<file path="src/rtl/pb_intc_pkg.sv">
// rtl/pb_intc_pkg.sv - shared constants, FSM encoding and priority helper for pb_intc
package pb_intc_pkg;

   localparam logic [1:0] REG_PENDING = 2'd0;
   localparam logic [1:0] REG_MASK    = 2'd1;
   localparam logic [1:0] REG_MODE    = 2'd2;
   localparam logic [1:0] REG_VECTOR  = 2'd3;

   localparam int VECTOR_VALID_BIT = 7;

   typedef enum logic [1:0] {
      ST_IDLE    = 2'd0,
      ST_ASSERT  = 2'd1,
      ST_SERVICE = 2'd2
   } state_t;

   // Index 0 has the highest priority, so scan downward and keep the last hit.
   function automatic logic [2:0] lowest_idx(input logic [7:0] v);
      lowest_idx = 3'd0;
      for (int i = 7; i >= 0; i--) begin
         if (v[i]) lowest_idx = i[2:0];
      end
   endfunction

endpackage

</file>
<file path="src/rtl/pb_intc_sync.sv">
// rtl/pb_intc_sync.sv - per-source synchroniser chain with edge history
module pb_intc_sync #(
   parameter int SYNC_STAGES = 2
) (
   input  logic clk,
   input  logic rst_n,
   input  logic irq,
   output logic level,
   output logic rise
);

   logic [SYNC_STAGES-1:0] chain;
   logic                   prev;

   always_ff @(posedge clk or negedge rst_n) begin
      if (!rst_n) begin
         chain <= '0;
         prev  <= 1'b0;
      end else begin
         chain <= {chain[SYNC_STAGES-2:0], irq};
         prev  <= chain[SYNC_STAGES-1];
      end
   end

   assign level = chain[SYNC_STAGES-1];
   assign rise  = level & ~prev;

endmodule

</file>
<file path="src/rtl/pb_intc.sv">
// rtl/pb_intc.sv - port-mapped interrupt controller for a KCPSM-style processor bus
module pb_intc
   import pb_intc_pkg::*;
#(
   parameter int         NUM_SRC     = 8,
   parameter logic [7:0] BASE_ADDR   = 8'h10,
   parameter int         SYNC_STAGES = 2
) (
   input  logic               clk,
   input  logic               rst_n,
   input  logic [7:0]         port_id,
   input  logic [7:0]         out_port,
   input  logic               write_strobe,
   input  logic               read_strobe,
   output logic [7:0]         rd_data,
   output logic               rd_hit,
   input  logic [NUM_SRC-1:0] irq_src,
   output logic               interrupt,
   input  logic               interrupt_ack
);

   logic [NUM_SRC-1:0] level, rise, pending, mask, mode, w1c;
   logic [7:0]         offset, pend8, mask8, mode8, active8, vector8;
   logic [2:0]         vec_idx, active_idx;
   logic               vec_valid, wr_en, int_q;
   logic               unused_ok;
   state_t             state, state_n;

   for (genvar g = 0; g < NUM_SRC; g++) begin : g_sync
      pb_intc_sync #(.SYNC_STAGES(SYNC_STAGES)) u_sync (
         .clk   (clk),
         .rst_n (rst_n),
         .irq   (irq_src[g]),
         .level (level[g]),
         .rise  (rise[g])
      );
   end

   assign unused_ok = &{1'b0, read_strobe};

   assign offset = port_id - BASE_ADDR;
   assign rd_hit = (offset < 8'd4);
   assign wr_en  = write_strobe & rd_hit;
   assign w1c    = (wr_en && offset[1:0] == REG_PENDING) ? out_port[NUM_SRC-1:0] : '0;

   // Widen to the 8-bit bus so unimplemented source bits read as zero.
   always_comb begin
      pend8 = '0;
      mask8 = '0;
      mode8 = '0;
      pend8[NUM_SRC-1:0] = pending;
      mask8[NUM_SRC-1:0] = mask;
      mode8[NUM_SRC-1:0] = mode;
      active8   = pend8 & mask8;
      vec_valid = |active8;
      vec_idx   = lowest_idx(active8);
      vector8   = '0;
      vector8[VECTOR_VALID_BIT] = vec_valid;
      vector8[2:0]              = vec_idx;
   end

   always_comb begin
      rd_data = '0;
      if (rd_hit) begin
         case (offset[1:0])
            REG_PENDING: rd_data = pend8;
            REG_MASK:    rd_data = mask8;
            REG_MODE:    rd_data = mode8;
            default:     rd_data = vector8;
         endcase
      end
   end

   // Edge bits latch rises (a rise beats a same-cycle clear); level bits track the input.
   always_ff @(posedge clk or negedge rst_n) begin
      if (!rst_n) begin
         pending <= '0;
         mask    <= '0;
         mode    <= '0;
      end else begin
         pending <= (mode & (rise | (pending & ~w1c))) | (~mode & level);
         if (wr_en && offset[1:0] == REG_MASK) mask <= out_port[NUM_SRC-1:0];
         if (wr_en && offset[1:0] == REG_MODE) mode <= out_port[NUM_SRC-1:0];
      end
   end

   always_comb begin
      state_n = state;
      case (state)
         ST_IDLE:    if (vec_valid) state_n = ST_ASSERT;
         ST_ASSERT:  if (interrupt_ack) state_n = vec_valid ? ST_SERVICE : ST_IDLE;
         ST_SERVICE: if (!pend8[active_idx] || !mask8[active_idx]) state_n = ST_IDLE;
         default:    state_n = ST_IDLE;
      endcase
   end

   always_ff @(posedge clk or negedge rst_n) begin
      if (!rst_n) begin
         state      <= ST_IDLE;
         int_q      <= 1'b0;
         active_idx <= '0;
      end else begin
         state <= state_n;
         int_q <= (state_n == ST_ASSERT);
         if (state == ST_ASSERT && interrupt_ack && vec_valid) active_idx <= vec_idx;
      end
   end

   assign interrupt = int_q;

endmodule

</file>
<file path="config.mk">
export PLATFORM = sky130hd
export DESIGN_NAME = pb_intc
export DESIGN_NICKNAME = d
export VERILOG_FILES = /design/src/rtl/pb_intc_pkg.sv /design/src/rtl/pb_intc_sync.sv /design/src/rtl/pb_intc.sv
export SDC_FILE = /design/constraint.sdc
export NUM_CORES = 1
export LEC_CHECK = 0
export ABC_AREA = 1
export CAP_MARGIN = 20
export CORE_ASPECT_RATIO = 1.75
export CORE_MARGIN = 5
export CORE_UTILIZATION = 41
export CTS_CLUSTER_SIZE = 14
export DETAILED_ROUTE_END_ITERATION = 8
export DONT_BUFFER_PORTS = 1
export GPL_ROUTABILITY_DRIVEN = 0
export SLEW_MARGIN = 20
export SYNTH_ARGS = -nofsm -noshare
export SYNTH_HDL_FRONTEND = slang
export SYNTH_HIERARCHICAL = 1
export SYNTH_SLANG_ARGS = --single-unit
</file>
<file path="constraint.sdc">
create_clock -name clk -period 2.94 [get_ports clk]
set_clock_uncertainty 0.05 [all_clocks]
set_input_delay 0.294 -clock clk [delete_from_list [all_inputs] [get_ports clk]]
set_output_delay 0.294 -clock clk [all_outputs]
set_load 0.05 [all_outputs]
</file>
Word level (Yosys, flattened, before mapping)
Index checks and enable logic that the tools add are counted.
{"block": "classes", "add_sub_neg": 1, "order_cmp": 2, "eq_ne": 5, "n_mux": 20, "n_bitwise": 25, "n_reduce_logical": 11}
{"operator": "8-bit bitwise AND", "count": 4}
{"operator": "3-bit 2-to-1 mux", "count": 8}
{"operator": "8-bit one-hot mux with 3 select lines", "count": 1}
{"operator": "8-bit 2-to-1 mux", "count": 2}
{"operator": "8-bit NOT", "count": 2}
{"operator": "8-bit bitwise OR", "count": 2}
{"operator": "1-bit bitwise AND", "count": 9}
{"operator": "8-bit by 3-bit less-than comparator with 1-bit output (second input constant)", "count": 1}
{"operator": "2-bit 2-to-1 mux", "count": 4}
{"operator": "1-bit NOT", "count": 8}
{"operator": "8-bit OR reduction", "count": 1}
{"operator": "8-bit by 5-bit subtractor with 8-bit output (second input constant)", "count": 1}
{"operator": "1-bit binary-select mux with 3-bit select", "count": 2}
{"operator": "2-bit by 1-bit equality test with 1-bit output (second input constant)", "count": 3}
{"operator": "2-bit one-hot mux with 3 select lines", "count": 1}
{"operator": "1-bit logical AND", "count": 5}
{"operator": "2-bit equality test (second input constant)", "count": 2}
{"operator": "2-bit logical NOT", "count": 2}
{"operator": "3-bit by 4-bit less-than comparator with 1-bit output (second input constant)", "count": 1}
{"operator": "1-bit logical NOT", "count": 2}
{"operator": "1-bit 2-to-1 mux", "count": 2}
{"operator": "1-bit logical OR", "count": 1}
{"block": "totals", "regBits": 54, "input_bits": 29}

Depth between registers and ports, before layout
{"block": "depth", "depth_word": 11, "mapped_depth": 10, "ltp_nobuf": 10}

By module
Netlist, hierarchy kept.
{"module": "pb_intc", "instances": 1, "cells_each": 236, "area_each_um2": 1741.7, "seq_area_each_um2": 750.7}
{"module": "pb_intc_sync", "instances": 8, "cells_each": 5, "area_each_um2": 85.1, "seq_area_each_um2": 75.1}

Worst setup path after synthesis
Ideal clock, no wire load.
{"block": "synth_timing", "kind": "input-to-output", "start": "in port_id[3]", "end": "out rd_data[7]", "arrival_ps": 1968, "path_slack_ps": 628, "cell_stages": 5, "n_path_buf": 0, "path_cell_list": "nor2_2 -> nand4_4 -> inv_1 -> o21ai_1 -> a31oi_1"}
{"block": "synth_via", "elab_chain_cells": 3}
{"element": "start, declared", "line": "pb_intc.sv:11", "rtl": "input logic [7:0] port_id,"}
{"element": "8-bit by 5-bit subtractor with 8-bit output", "line": "pb_intc.sv:41", "rtl": "assign offset = port_id - BASE_ADDR;"}
{"element": "8-bit by 3-bit less-than comparator with 1-bit output", "line": "pb_intc.sv:42", "rtl": "assign rd_hit = (offset < 8'd4);"}
{"element": "via rd_hit", "line": "pb_intc.sv:16", "rtl": "output logic rd_hit,"}
{"element": "8-bit 2-to-1 mux", "line": "pb_intc.sv:64", "rtl": "if (rd_hit) begin"}
{"element": "end, declared", "line": "pb_intc.sv:15", "rtl": "output logic [7:0] rd_data,"}
The timed path passes the listed nets, and every way through them passes these cells.

Worst setup path in the final report
{"block": "layout_timing", "start": "reg pending[3] (netlist: pend8[3])", "end": "out rd_data[2]"}
{"block": "layout_via", "elab_chain_cells": 7}
{"element": "start, declared", "line": "pb_intc.sv:22", "rtl": "logic [NUM_SRC-1:0] level, rise, pending, mask, mode, w1c;"}
{"element": "start signal, assigned", "line": "pb_intc.sv:81", "rtl": "pending <= (mode & (rise | (pending & ~w1c))) | (~mode & level);"}
{"element": "8-bit bitwise AND", "line": "pb_intc.sv:54", "rtl": "active8 = pend8 & mask8;"}
{"element": "3-bit 2-to-1 mux (4 in a row)", "line": "pb_intc_pkg.sv:21", "rtl": "if (v[i]) lowest_idx = i[2:0];"}
{"element": "8-bit one-hot mux with 3 select lines", "line": "pb_intc.sv:65", "rtl": "case (offset[1:0])"}
{"element": "8-bit 2-to-1 mux", "line": "pb_intc.sv:64"}
No other way between the ends.

==> impl_metrics.toml <==
[timing]
fin_crit_ns = 2.00
rsz0062_at_grt = "false"
fin_crit_sh = 0.680
hold_violations = 0
slew_viol_final = 0
fin_tns_setup_ns = 0
slew_headroom = 0.708
fin_ws_ns = 0.940
tightest_slew_ns = 0.439
setup_viol = 0
fmax_mhz = 500

[synth]
syn_area_per_cell_um2 = 8.78
synthAdderAreaFrac = 0
synth_top_family_by_area = "simple AND/OR/NAND/NOR gates"
syn_nets = 305
synth_xor_area_frac = 0
synthSimpleGateAreaFrac = 0.254
synthMuxAreaShare = 0
ys_warn_count = 6
synth_cells = 276
ys_types = 23
synth_compound_area_frac = 0.114
synth_area_um2 = 2420
ys_seq_area_frac = 0.558
ys_ff_latch = 54

[route]
dr_total_vias = 1780
drcViolationCount = 0
wire_per_inst_um = 13.2
wl_um = 4970
final_antenna_net_count = 0
first_pass_iters = 4
viasPerCell = 4.75
drtIter0Drc = 92

[min_path]
hp-class = "in -> reg"

[clocking]
cts_tree = "yes"
cts_hold_buf = 10
cts_made_buffers = 5
clkLatencyLatePin_ns = 0.31
cts-resized-gates = 0
h-tree-depth = 2
post_cts_buffers = 0
cts_buffer_depth = 2
clk_pin_slew_ns = 0.09
cts.sinks = 54
cts_root_buf = "clkbuf_8"

[setup_path]
end_kind = "output port"
worst-setup-path-type = "reg -> out"
worstPathRequired_ns = 2.60
r2r_end = "active_idx[1]"
crit_start = "pend8[3]"
crit_end = "rd_data[2]"
r2r-start = "pend8[3]"
r2r_cells = 7
setup.worst_path.start_class = "register"
regToRegSetupSlack_ns = 1.59
crit_fanout = 3
cp_data_arrival_time_ns = 1.66

[die]
core_region_area_um2 = 5830
die_w_um = 68.1
die_y_um = 112
start_util = 0.415
ios = 39
rows = 37
dieArea_um2 = 7610

[layout]
multi_input_area_um2 = 896
areaGrowthSynthToFinish_pct = 14.1
antennaDiodeCount = 0
regArea_um2 = 1350
fin_nets = 325
drive_above_1_share = 0.138
n_fill_cell = 588

[placement]
hpwl_um = 3590
io_buffers = 0
post-place-ws_ns = 1.24

[grt]
grt-ovfl-total = 0
grtUsageTotal = 0.149
grt_pass1_wl_um = 8510
grt_pass1_vias = 1792
antenna_found_initial = 0
grt_max_degree = 55

[outcome]
status = "finished, final reports clean"

[power_and_ir_drop]
p_leak_nw = 1.40
peakVddDrop_mv = 0.336
powerDensity_nw_per_um2 = 541

[flow_run]
maxCapViolCount = 0
-- state kept, by name, summed over array words and instances, names as in the netlist --
register	count
g_sync.u_sync/chain	16
active_idx	3
state	2
pend8	8
mode	8
mask	8
interrupt	1
g_sync.u_sync/prev	8
-- through the flow --
step                 util  cell area (um2)  hold WS (ns)  cells  power, mW
floorplan               -             2420       -0.0516    276      0.962
global placement    0.435             2540       -0.0504    357      0.990
detailed placement  0.435             2540       -0.0504    357      0.994
CTS                 0.474             2760        0.0787    375       1.52
global route        0.474             2760        0.0729    375       1.58
finish              0.474             2760        0.0869    375       1.50
-- cells by family after synthesis --
logic type,count (synthesis)
AOI/OAI and AO/OA,47
buffers and inverters,43
DFF,54
and+or+nand+nor,132
-- final cells by class --
class                      count  share of cell area
sequential                    54               0.489
multi-input combinational    179               0.324
timing repair buffer          16              0.0589
inverter                      40              0.0543
tap                           78              0.0353
clock buffer                   7              0.0276
clock inverter                 1              0.0109
-- placed cells by master (no fill, tap or decap), types with 2 or more instances in the layout --
master         count
o21ai_2            8
clkbuf_1           2
a21oi_1           14
nand2_1           77
dlygate4sd3_1      9
dfrtp_1           54
o211ai_1           2
nand3_1           17
nor2_2            11
o21ai_1           14
clkbuf_8           5
o21ai_0            6
nand2_4            2
nor2_1            19
inv_1             38
inv_2              2
buf_4              6
nor2_4             2
-- per-layer routing --
layer,track usage,part of all wire
met5,0,0
met4,0.0637,0.022
met3,0.0414,0.052
met2,0.244,0.52
met1,0.179,0.41
-- worst min-delay path by stage --
stage / start / endpoint / slack (ns) / cells past startpoint
detailed placement: rst_n / g_sync[4].u_sync/chain[0] / -0.05 / 0
finish: out_port[0] / mode[0] / 0.09 / 2
floorplan: rst_n / active_idx[0] / -0.05 / 0
CTS: out_port[0] / mode[0] / 0.08 / 2
global placement: rst_n / g_sync[4].u_sync/chain[0] / -0.05 / 0
global route: out_port[7] / mode[7] / 0.07 / 2
-- worst max-delay path, stage by stage, from the launching register on --
cell and delay (ns):
dfrtp_1 0.43, nand2_1 0.12, nand2_1 0.09, nor2_1 0.11, o21ai_0 0.16, a211oi_2 0.20
buf_4 0.22
-- Yosys cell counts --
cell | instances | area, um2
nand2_1 | 77 | 289
inv_2 | 2 | 7.51
a21oi_1 | 14 | 70.1
nand3b_1 | 1 | 7.51
dfrtp_1 | 54 | 1350
a211oi_1 | 1 | 7.51
nand2_4 | 2 | 22.5
inv_1 | 38 | 143
buf_4 | 1 | 7.51
nor2_8 | 1 | 20.0
nand4_4 | 1 | 21.3
o21ai_0 | 6 | 30.0
nand3_1 | 17 | 85.1
nor2_4 | 2 | 22.5
o21ai_2 | 8 | 70.1
nand4_1 | 1 | 6.26
buf_6 | 2 | 22.5
a31oi_1 | 1 | 6.26
o21bai_1 | 1 | 7.51
nor2_2 | 11 | 68.8
nor2_1 | 19 | 71.3
o21ai_1 | 14 | 70.1
o211ai_1 | 2 | 15.0
-- power by group --
| group | internal [mW] | leakage, nW | total (mW) | switching, mW |
|---|---|---|---|---|
| Sequential | 0.794 | 0.674 | 0.851 | 0.0569 |
| Combinational | 0.0590 | 0.676 | 0.153 | 0.0941 |
| Clock | 0.255 | 0.0524 | 0.493 | 0.238 |
| Total | 1.11 | 1.40 | 1.50 | 0.389 |
No activity file was read; power rests on OpenSTA's default activity.
